$ cat src/rtl/score_lives_controller.sv
// score_lives_controller: score/lives bookkeeping with request arbitration, BCD split and 3-digit seven-segment scan
//
// Ports:
//   clk            system clock
//   arst           asynchronous active-low reset
//   clk_display    one-cycle scan enable, synchronous to clk
//   new_game       level request: reload score and lives
//   alien_hit_req  level request, held until alien_hit_ack
//   player_hit_req level request, held until player_hit_ack
//   *_ack          one-cycle grant pulses (high during the update cycle)
//   score, lives   current binary score and lives
//   game_over      high while lives == 0
//   busy           high while an update/conversion is in flight
//   an             active-low anodes: [0] score ones, [1] score tens, [2] lives
//   seg            active-low segments {g,f,e,d,c,b,a}
module score_lives_controller #(
  parameter int LIVES_INIT = 3,
  parameter int SCORE_MAX = 99,
  parameter int ALIEN_POINTS = 1
) (
  input  logic       clk,
  input  logic       arst,
  input  logic       clk_display,
  input  logic       new_game,
  input  logic       alien_hit_req,
  input  logic       player_hit_req,
  output logic       new_game_ack,
  output logic       alien_hit_ack,
  output logic       player_hit_ack,
  output logic [6:0] score,
  output logic [3:0] lives,
  output logic       game_over,
  output logic       busy,
  output logic [2:0] an,
  output logic [6:0] seg
);

  typedef enum logic [1:0] {IDLE, UPDATE, CONVERT, LATCH} state_t;

  state_t     state, state_nx;
  logic       g_new, g_alien, g_player;
  logic       ptr_player;
  logic [7:0] sum;
  logic [6:0] score_upd;
  logic [3:0] lives_upd;
  logic       go_upd;
  logic [6:0] rem;
  logic [3:0] tens_acc;
  logic [3:0] ones_d, tens_d, lives_d;
  logic [1:0] cnt;
  logic [2:0] scan_an;
  logic [6:0] scan_seg;

  function automatic logic [6:0] seg7(input logic [3:0] d);
    case (d)
      4'd0: seg7 = 7'b1000000;
      4'd1: seg7 = 7'b1111001;
      4'd2: seg7 = 7'b0100100;
      4'd3: seg7 = 7'b0110000;
      4'd4: seg7 = 7'b0011001;
      4'd5: seg7 = 7'b0010010;
      4'd6: seg7 = 7'b0000010;
      4'd7: seg7 = 7'b1111000;
      4'd8: seg7 = 7'b0000000;
      4'd9: seg7 = 7'b0010000;
      default: seg7 = 7'b1111111;
    endcase
  endfunction

  always_ff @(posedge clk or negedge arst)
    if (!arst) state <= IDLE;
    else state <= state_nx;

  // new_game always wins; between the two hits the pointer breaks ties only
  // when both are requesting, a lone requester is granted directly.
  always_comb begin
    g_new = state == IDLE && new_game;
    g_alien = state == IDLE && !new_game && alien_hit_req && (!player_hit_req || !ptr_player);
    g_player = state == IDLE && !new_game && player_hit_req && (!alien_hit_req || ptr_player);
    state_nx = state == IDLE ? ((g_new || g_alien || g_player) ? UPDATE : IDLE) :
               state == UPDATE ? CONVERT :
               state == CONVERT ? (rem >= 7'd10 ? CONVERT : LATCH) : IDLE;
  end

  // The ack registers double as the record of which update is in flight,
  // since each is high exactly during the UPDATE cycle.
  always_comb begin
    sum = {1'b0, score} + 8'(ALIEN_POINTS);
    score_upd = new_game_ack ? 7'd0 :
                (alien_hit_ack && !game_over) ? (sum > 8'(SCORE_MAX) ? 7'(SCORE_MAX) : sum[6:0]) : score;
    lives_upd = new_game_ack ? 4'(LIVES_INIT) :
                player_hit_ack ? (lives == 4'd0 ? 4'd0 : lives - 4'd1) : lives;
    go_upd = new_game_ack ? 1'b0 : player_hit_ack ? lives_upd == 4'd0 : game_over;
  end

  assign busy = state != IDLE;

  always_ff @(posedge clk or negedge arst)
    if (!arst) begin
      new_game_ack <= 1'b0;
      alien_hit_ack <= 1'b0;
      player_hit_ack <= 1'b0;
      ptr_player <= 1'b0;
      score <= 7'd0;
      lives <= 4'(LIVES_INIT);
      game_over <= 1'b0;
      rem <= 7'd0;
      tens_acc <= 4'd0;
      ones_d <= 4'd0;
      tens_d <= 4'd0;
      lives_d <= 4'(LIVES_INIT);
    end else begin
      new_game_ack <= g_new;
      alien_hit_ack <= g_alien;
      player_hit_ack <= g_player;
      if (g_alien) ptr_player <= 1'b1;
      else if (g_player || (state == UPDATE && new_game_ack)) ptr_player <= 1'b0;
      if (state == UPDATE) begin
        score <= score_upd;
        lives <= lives_upd;
        game_over <= go_upd;
        rem <= score_upd;
        tens_acc <= 4'd0;
      end
      if (state == CONVERT && rem >= 7'd10) begin
        rem <= rem - 7'd10;
        tens_acc <= tens_acc + 4'd1;
      end
      if (state == LATCH) begin
        ones_d <= rem[3:0];
        tens_d <= tens_acc;
        lives_d <= lives;
      end
    end

  // Digit registers update on the LATCH edge, so a scan on that same edge
  // still shows the previous, complete value.
  always_comb begin
    scan_an = cnt == 2'd0 ? 3'b110 : cnt == 2'd1 ? 3'b101 : 3'b011;
    scan_seg = cnt == 2'd0 ? seg7(ones_d) :
               cnt == 2'd1 ? (tens_d == 4'd0 ? 7'b1111111 : seg7(tens_d)) : seg7(lives_d);
  end

  always_ff @(posedge clk or negedge arst)
    if (!arst) begin
      cnt <= 2'd0;
      an <= 3'b111;
      seg <= 7'b1111111;
    end else if (clk_display) begin
      an <= scan_an;
      seg <= scan_seg;
      cnt <= cnt == 2'd2 ? 2'd0 : cnt + 2'd1;
    end

endmodule

$ cat config.mk
export PLATFORM = sky130hd
export DESIGN_NAME = score_lives_controller
export DESIGN_NICKNAME = d
export VERILOG_FILES = /design/src/rtl/score_lives_controller.sv
export SDC_FILE = /design/constraint.sdc
export NUM_CORES = 1
export LEC_CHECK = 0
export ABC_AREA = 0
export BUFFER_PORTS_ARGS = -buffer_cell sky130_fd_sc_hd__buf_2
export CAP_MARGIN = 10
export CORE_MARGIN = 5
export CORE_UTILIZATION = 35
export DETAILED_ROUTE_END_ITERATION = 8
export GPL_TIMING_DRIVEN = 0
export PLACE_DENSITY = 0.64
export SYNTH_ARGS = -nofsm -noshare
export SYNTH_HDL_FRONTEND = slang
export SYNTH_SLANG_ARGS = --single-unit
$ cat constraint.sdc
create_clock -name clk -period 2.82 [get_ports clk]
set_clock_uncertainty 0.15 [all_clocks]
set_input_delay 0.141 -clock clk [delete_from_list [all_inputs] [get_ports clk]]
set_output_delay 0.141 -clock clk [all_outputs]
set_load 0.1 [all_outputs]
Yosys cells after proc, flatten, opt, wreduce, memory -nomap -nowiden --
Memory sizes are Yosys's and may differ from the RTL's. Index checks and enable logic that the tools add are counted. W data, S select, Z words.
Operators by class: $add $sub $neg 5, $lt $le $gt $ge 2, equal/unequal tests 5, muxes and demuxes 25, reduce and logical (&&, ||, !) cells 29
Operator list (count):
- $mux W7 | 8
- $mux W4 | 5
- $logic_not A4 Y1 | 3
- $logic_and A1 B1 Y1 | 9
- $add A7 B1 Y8 const B | 1
- $gt A8 B7 Y1 const B | 1
- $mux W2 | 4
- $reduce_bool A2 Y1 | 4
- $ge A7 B4 Y1 const B | 1
- $sub A7 B4 Y7 const B | 1
- $eq A2 B2 Y1 const B | 3
- $mux W1 | 6
- $mux W3 | 2
- $logic_not A1 Y1 | 5
- $logic_or A1 B1 Y1 | 5
- $add A4 B1 Y4 const B | 1
- $eq A2 B1 Y1 const B | 2
- $logic_not A2 Y1 | 2
- $sub A4 B1 Y4 const B | 1
- $add A2 B1 Y2 const B | 1
- $reduce_and A2 Y1 | 1
Word-level totals: flip-flop bits (word level) 53, memory bits (read-only) 336, input port bits 6, output and inout port bits 26, logic and storage cells 85, memories 3
Memories:
- (name not given) | words 16, bits a word 7, rd ports 1, clocked after Yosys merged registers in 0, wr ports 0, RTL line 55 | case (d)
- (name not given) | words 16, bits a word 7, rd ports 1, clocked after Yosys merged registers in 0, wr ports 0, RTL line 55
- (name not given) | words 16, bits a word 7, rd ports 1, clocked after Yosys merged registers in 0, wr ports 0, RTL line 55

Depth between registers and ports, before layout --
Gate-level depths: netlist (run 1).
word-level depth 8, mapped depth 8, depth with buffers taken out 7

Worst setup path before layout (run 1) --
OpenSTA, ideal clock, no wires.
path type reg-to-reg, from register score[1], to register rem[2], library setup time 0.082 ns, arrival time 2.410 ns, data required time 2.588 ns, slack 0.178 ns, stages on the path, launching flop included 7, buffers on the path 0, period minus slack after synthesis 2.642 ns, cell sequence dfrtp_1 ha_1 and4_4 or3_1 a21oi_2 or4_4 a22oi_2
Between the ends: word-level cells in the longest chain between the ends 7
RTL lines:
- start: declaration | RTL line 30 | output logic [6:0] score,
- start signal: assignment | RTL line 119 | score <= score_upd;
- $add A7 B1 Y8 (*) | RTL line 88 | sum = {1'b0, score} + 8'(ALIEN_POINTS);
- $gt A8 B7 Y1 | RTL line 90 | (alien_hit_ack && !game_over) ? (sum > 8'(SCORE_MAX) ? 7'(SCORE_MAX) : sum[6:0]) : score;
- $mux W7 (*) (2 in series) | RTL line 90
- $mux W7 (*) | RTL line 89 | score_upd = new_game_ack ? 7'd0 :
- $mux W7 (*) | RTL line 118 | if (state == UPDATE) begin
- $mux W7 (*) | RTL line 125 | if (state == CONVERT && rem >= 7'd10) begin
- end signal: assignment | RTL line 122 | rem <= score_upd;
- end signal: assignment | RTL line 126 | rem <= rem - 7'd10;
- end: declaration | RTL line 47 | logic [6:0] rem;
Mark *: on every way between the ends. The rest lies on a longest branch, timed or not. The select of a mux whose other input is x is not followed. A chain may end at the register's enable or synchronous reset.

Final worst setup path (run 1) --
from register score[1], to register rem[3]
The elaborated chain is that of the path after synthesis.

==> results of run 1 <==
critical path: stages (launching register included):
cell and delay [ps]:
dfrtp_1 440, ha_1 270, and4_4 190, or3_1 380, a21oi_2 290, nor3_1 140, a32o_1 260
placed cells by master (no fill, tap or decap), types with 3 or more instances in the layout:
| master | count |
|---|---|
| dlygate4sd3_1 | 6 |
| buf_2 | 35 |
| dfrtp_1 | 39 |
| o2bb2ai_1 | 3 |
| nand3_1 | 7 |
| or2_2 | 3 |
| buf_6 | 3 |
| nor2b_1 | 7 |
| dfstp_2 | 14 |
| and2_1 | 3 |
| nor3b_1 | 3 |
| nand2b_1 | 8 |
| o21ai_0 | 41 |
| a211oi_1 | 3 |
| o211ai_1 | 3 |
| o31ai_1 | 3 |
| nor2_1 | 30 |
| nand2_1 | 43 |
| clkbuf_8 | 5 |
| a21oi_1 | 24 |
| nor3_1 | 5 |
| clkbuf_1 | 16 |
| inv_1 | 22 |
| a31oi_1 | 8 |
| ha_1 | 23 |
| mux2_2 | 6 |
| nor4_1 | 5 |
| a211o_1 | 4 |
sequential cells by signal (all words and copies together), names as in the netlist, 2 cells and up:
name      flops
cnt           2
seg           7
tens_d        4
lives         4
tens_acc      4
an            3
rem           7
ones_d        4
score         7
state         2
lives_d       4
power breakdown:
part	internal, mW	switching (mW)
sequential	1.10	0.241
clock	0.188	0.294
combinational	0.797	1.99
total	2.09	2.52
cell families after synthesis:
group	synth area share
mux	0.0260
compound gates	0.235
fa+ha+maj	0.0854
flops	0.399
buf+inv	0.0594
xor+xnor	0.00520
simple gates	0.190
per-layer routing:
layer | global-route usage | part of all wire
met2 | 0.223 | 0.45
met3 | 0.0245 | 0.050
met1 | 0.188 | 0.49
met4 | 0.0361 | 0.013
met5 | 0 | 0
through the flow:
stage	power (mW)	utilization
after floorplan	3.58	-
after global placement	4.08	0.395
after detailed placement	4.12	0.395
final	4.61	0.414
after global routing	4.95	0.414
after CTS	4.63	0.412
worst paths after layout:
path                                      start                endpoint  slack (ps)  cells after the start
max                        score[1]$_DFFE_PN0P_      rem[3]$_DFFE_PN0P_         570                      6
min                                        arst      rem[6]$_DFFE_PN0P_         170                      2
max reg2reg                score[1]$_DFFE_PN0P_      rem[3]$_DFFE_PN0P_         570                      6
min reg2reg                  seg[3]$_DFFE_PN1P_      seg[3]$_DFFE_PN1P_         330                      2
max in group asynchronous                  arst  lives_d[1]$_DFFE_PN1N_        1740                      3
min in group clk             seg[3]$_DFFE_PN1P_      seg[3]$_DFFE_PN1P_         330                      2
final cells by class:
| cell class | count | share of cell area |
|---|---|---|
| Timing Repair Buffer | 38 | 0.0609 |
| Tap cell | 129 | 0.0418 |
| Multi-Input combinational cell | 284 | 0.472 |
| Clock inverter | 3 | 0.00745 |
| Clock buffer | 5 | 0.0178 |
| Buffer | 23 | 0.0295 |
| Inverter | 23 | 0.0223 |
| Sequential cell | 53 | 0.348 |
==> flow_metrics.py, run 1 <==
metrics = {
    "status": {
        "status": "completed",
    },
    "floorplan": {
        "core_area_um2": 9330,
        "start_util": 0.361,
        "ios": 32,
        "rows": 35,
        "die_area_um2": 11700,
        "die_h_um": 108,
        "dieWidth_um": 108,
    },
    "cts": {
        "holdBufCountCts": 6,
        "cts_sinks": 53,
        "cts_tree": "yes",
        "cts_buffers": 5,
        "cts.clk_slew.worst_paths_ps": 120,
        "ctsResizeCount": 0,
        "clk_latency_ps": 320,
        "cts_buffer_depth": 2,
        "cts-root-buf": "clkbuf_8",
        "ctsHtreeMaxLevel": 2,
        "postCtsSetupBuffers": 0,
    },
    "sta": {
        "final.min_clock_period_ps": 2250,
        "hold_ws_ps": 169,
        "fin_ws_ps": 570,
        "worst_slew_pin_slew_ps": 529,
        "hold_viol": 0,
        "max_slew_margin": 0.643,
        "period_share": 0.798,
        "fin_tns_setup_ps": 0,
        "setup_viol": 0,
        "fmax_ghz": 0.444,
        "slew_violations": 0,
        "rsz0062_at_grt": "no",
    },
    "final_layout": {
        "nets": 457,
        "drive_above_1_share": 0.186,
        "postLayoutCellArea_um2": 3860,
        "diodes": 0,
        "fill_cells": 936,
        "final_cells": 558,
        "regArea_um2": 1340,
        "multi_input_area_um2": 1830,
        "area_growth_pct": 14.7,
    },
    "routing": {
        "vias_per_cell": 5.19,
        "antenna_left": 0,
        "drc": 0,
        "drtIter0Drc": 132,
        "wire_per_inst_um": 13.8,
        "totalWireLength_um": 7680,
        "firstDrtPassIters": 4,
        "via_count": 2896,
    },
    "logic_synthesis": {
        "yosysWarnings": 0,
        "yosysMostFrequentCell": "nand2_1",
        "yosys_register_bits": 53,
        "synth-seq-area-share": 0.399,
        "synth-edff-count": 0,
        "netlist_top_cells_area": "dfrtp_1 29%, dfstp_2 11%, ha_1 8.5%",
        "yosys.area.top_type_share": 0.290,
        "synth_nets": 412,
        "postSynthCellCount": 383,
        "syn_area_per_cell_um2": 8.80,
        "synthFlopType": "dfrtp_1",
        "async_flop_share": 1.00,
        "syn_area_um2": 3370,
        "synth_largest_area_cell": "dfrtp_1",
        "ys_top_cells_by_count": "43 x nand2_1, 41 x o21ai_0, 39 x dfrtp_1, 30 x nor2_1, 24 x a21oi_1",
        "yosys.cell_types.count": 65,
    },
    "placement": {
        "placed_area_um2": 3690,
        "place.gp.congestion": 0.846,
        "pre_cts_ws_ps": 603,
        "dp.cells": 543,
        "post-dp-hpwl_um": 5570,
        "portBuffers": 31,
    },
    "global_routing": {
        "gr-total-overflow": 0,
        "antenna_found_initial": 0,
        "grt_pass1_vias": 2802,
        "grt_use_total": 0.137,
        "grt_pass1_wl_um": 13300,
        "grt_max_degree": 54,
    },
    "power": {
        "p_leak_nw": 1.68,
        "vdd_drop_max_uv": 702,
        "powerDensity_nw_per_um2": 1190,
    },
    "setup_path": {
        "cp-start-kind": "flip-flop",
        "required_ps": 2890,
        "crit_arrival_ps": 2320,
        "crit_type": "reg2reg",
        "end_kind": "flip-flop",
        "cp_max_fo": 6,
    },
    "run": {
        "cap_violations": 0,
    },
    "min_path": {
        "min_path_type": "in2async",
    },
}
(Power assumes the default switching activity.)
==> run 2, diff against run 1 <==
clock period = 2.15 ns   (was 2.82 ns; I/O delays follow)
==> run 2 against run 1 <==
First-iteration DRC count increased by 2.3%. Critical endpoint unchanged. Setup slack got worse by 480 ps. Register-to-register slack got worse by 480 ps. Critical path depth unchanged. Worst hold slack got worse by 95 ps. Cell area increased by 4.3%. Wire length increased by 3.0%. Die area unchanged. Sequential share of layout area decreased by 0.89 points. Via count decreased by 0.79%. Cell count increased by 0.72%. Highest routed layer unchanged. Combinational power increased by 38%.
==> flow_metrics.py, run 2 (synthesis results as in run 1) <==
metrics = {
    "global_routing": {
        "gr-total-overflow": 0,
        "grt_max_degree": 54,
        "grt_use_total": 0.136,
        "grt_pass1_vias": 2739,
        "grt_pass1_wl_um": 13200,
        "antenna_found_initial": 0,
    },
    "power": {
        "total_power_mw": 6.33,
        "p_leak_nw": 1.72,
        "vdd_drop_max_uv": 915,
        "powerDensity_nw_per_um2": 1570,
    },
    "floorplan": {
        "dieWidth_um": 108,
        "die_area_um2": 11700,
        "rows": 35,
        "core_area_um2": 9330,
        "ios": 32,
        "start_util": 0.361,
        "die_h_um": 108,
    },
    "cts": {
        "cts_tree": "yes",
        "cts-root-buf": "clkbuf_8",
        "cts_buffers": 5,
        "cts_buffer_depth": 2,
        "cts_sinks": 53,
        "clk_latency_ps": 310,
        "cts.clk_slew.worst_paths_ps": 90,
        "ctsHtreeMaxLevel": 2,
    },
    "status": {
        "status": "completed",
    },
    "final_layout": {
        "layout_commonest_cell": "nand2_1",
        "final_cells": 562,
        "diodes": 0,
        "top_regs": "rem (7), score (7), seg (7)",
        "area_growth_pct": 19.6,
        "nets": 461,
        "drive_above_1_share": 0.249,
        "post-route-util": 0.432,
        "layout_common_cells": "42 x nand2_1, 41 x o21ai_0, 33 x buf_2",
    },
    "run": {
        "cap_violations": 0,
    },
    "setup_path": {
        "worstRegToRegCells": 6,
        "crit_family": "simple AND/OR/NAND/NOR gates",
        "worstPathCellList": "ha_4, and4_4, or3_4, a21oi_4, nor3_2, a32o_1",
        "cp_num_cells": 6,
        "cp-start-kind": "flip-flop",
        "crit_arrival_ps": 2110,
        "cp_max_fo": 6,
        "end_kind": "flip-flop",
        "cp_slowest_cell": "dfrtp_4",
        "worst-path-buf-inv": 0,
        "slowest_delay_ps": 510,
        "required_ps": 2200,
        "crit_type": "reg2reg",
    },
    "routing": {
        "drc": 0,
        "drtIter0Drc": 135,
        "antenna_left": 0,
        "via_count": 2873,
        "wire_per_inst_um": 14.1,
        "totalWireLength_um": 7910,
        "vias_per_cell": 5.11,
        "firstDrtPassIters": 4,
    },
    "sta": {
        "hold_viol": 0,
        "fmax_ghz": 0.484,
        "final.min_clock_period_ps": 2070,
        "period_share": 0.961,
        "setup_viol": 0,
        "fin_ws_ps": 84.9,
        "max_slew_margin": 0.672,
        "hold_ws_ps": 73.8,
        "worst_slew_pin_slew_ps": 489,
        "slew_violations": 0,
    },
    "placement": {
        "place.gp.congestion": 0.840,
        "portBuffers": 31,
        "post-dp-hpwl_um": 5590,
        "pre_cts_ws_ps": -8.75,
        "dp.cells": 543,
    },
    "min_path": {
        "min_path_type": "in2async",
    },
}
[run 2: changes by cell type in the layout (fill, tap and decap cells not counted), moves of 2 or more]
cell      change
inv_6         -2
buf_4         +6
buf_2         -2
dfrtp_1      -12
dfrtp_2       +9
clkbuf_2      +2
clkbuf_1      -3
dfrtp_4       +3
[run 2: stage by stage]
stage	cell area [um2]	TNS [ps]
after global routing	4030	-8.13
after CTS	3920	0
after global placement	3720	-16.0
after detailed placement	3720	-14.6
final	4030	0
after floorplan	3410	-49.6
[run 2: layout make-up]
type | instances | area (um2)
Multi-Input combinational cell | 284 | 1900
Sequential cell | 53 | 1370
Clock inverter | 1 | 30.0
Fill cell | 924 | 5300
Inverter | 23 | 87.6
Buffer | 21 | 118
Timing Repair Buffer | 44 | 280
Clock buffer | 7 | 86.3
Tap cell | 129 | 161
[run 2: path summary, 6_finish.rpt]
| check | start | end | slack, ps |
|---|---|---|---|
| hold reg to reg | seg[4]$_DFFE_PN1P_ | seg[4]$_DFFE_PN1P_ | 320 |
| min in group clk | seg[4]$_DFFE_PN1P_ | seg[4]$_DFFE_PN1P_ | 320 |
| setup reg to reg | score[0]$_DFFE_PN0P_ | rem[3]$_DFFE_PN0P_ | 80 |
| hold / removal | arst | cnt[1]$_DFFE_PN0P_ | 70 |
| max in group asynchronous | arst | lives_d[0]$_DFFE_PN1N_ | 1210 |
| setup / recovery | score[0]$_DFFE_PN0P_ | rem[3]$_DFFE_PN0P_ | 80 |
[run 2: worst reg2reg max path: stages (launching register included)]
cell and delay (ps):
dfrtp_4 510, ha_4 200, and4_4 170, or3_4 380, a21oi_4 220, nor3_2 90, a32o_1 240
[run 2: per-layer routing]
layer	global-route usage	vias up	wire length [um]
li1	-	1466	-
met1	0.184	1357	3950
met2	0.230	43	3670
met3	0.0233	7	230
met4	0.0261	0	57
met5	0	-	0
[run 2: where the power goes]
group	switching, mW	total (mW)	internal, mW
clock	0.333	0.713	0.380
sequential	0.330	1.80	1.47
combinational	2.66	3.83	1.17
total	3.32	6.33	3.01
[run 2: what timing repair did]
| item | CTS | global route |
|---|---|---|
| hold buffers | 6 | 0 |
| resized for setup | 2 | 17 |
| pin swaps | 1 | 9 |
| setup buffers | 2 | 4 |
| hold endpoints to repair | 44 | 0 |
| endpoints found under the setup margin | 6 | 11 |
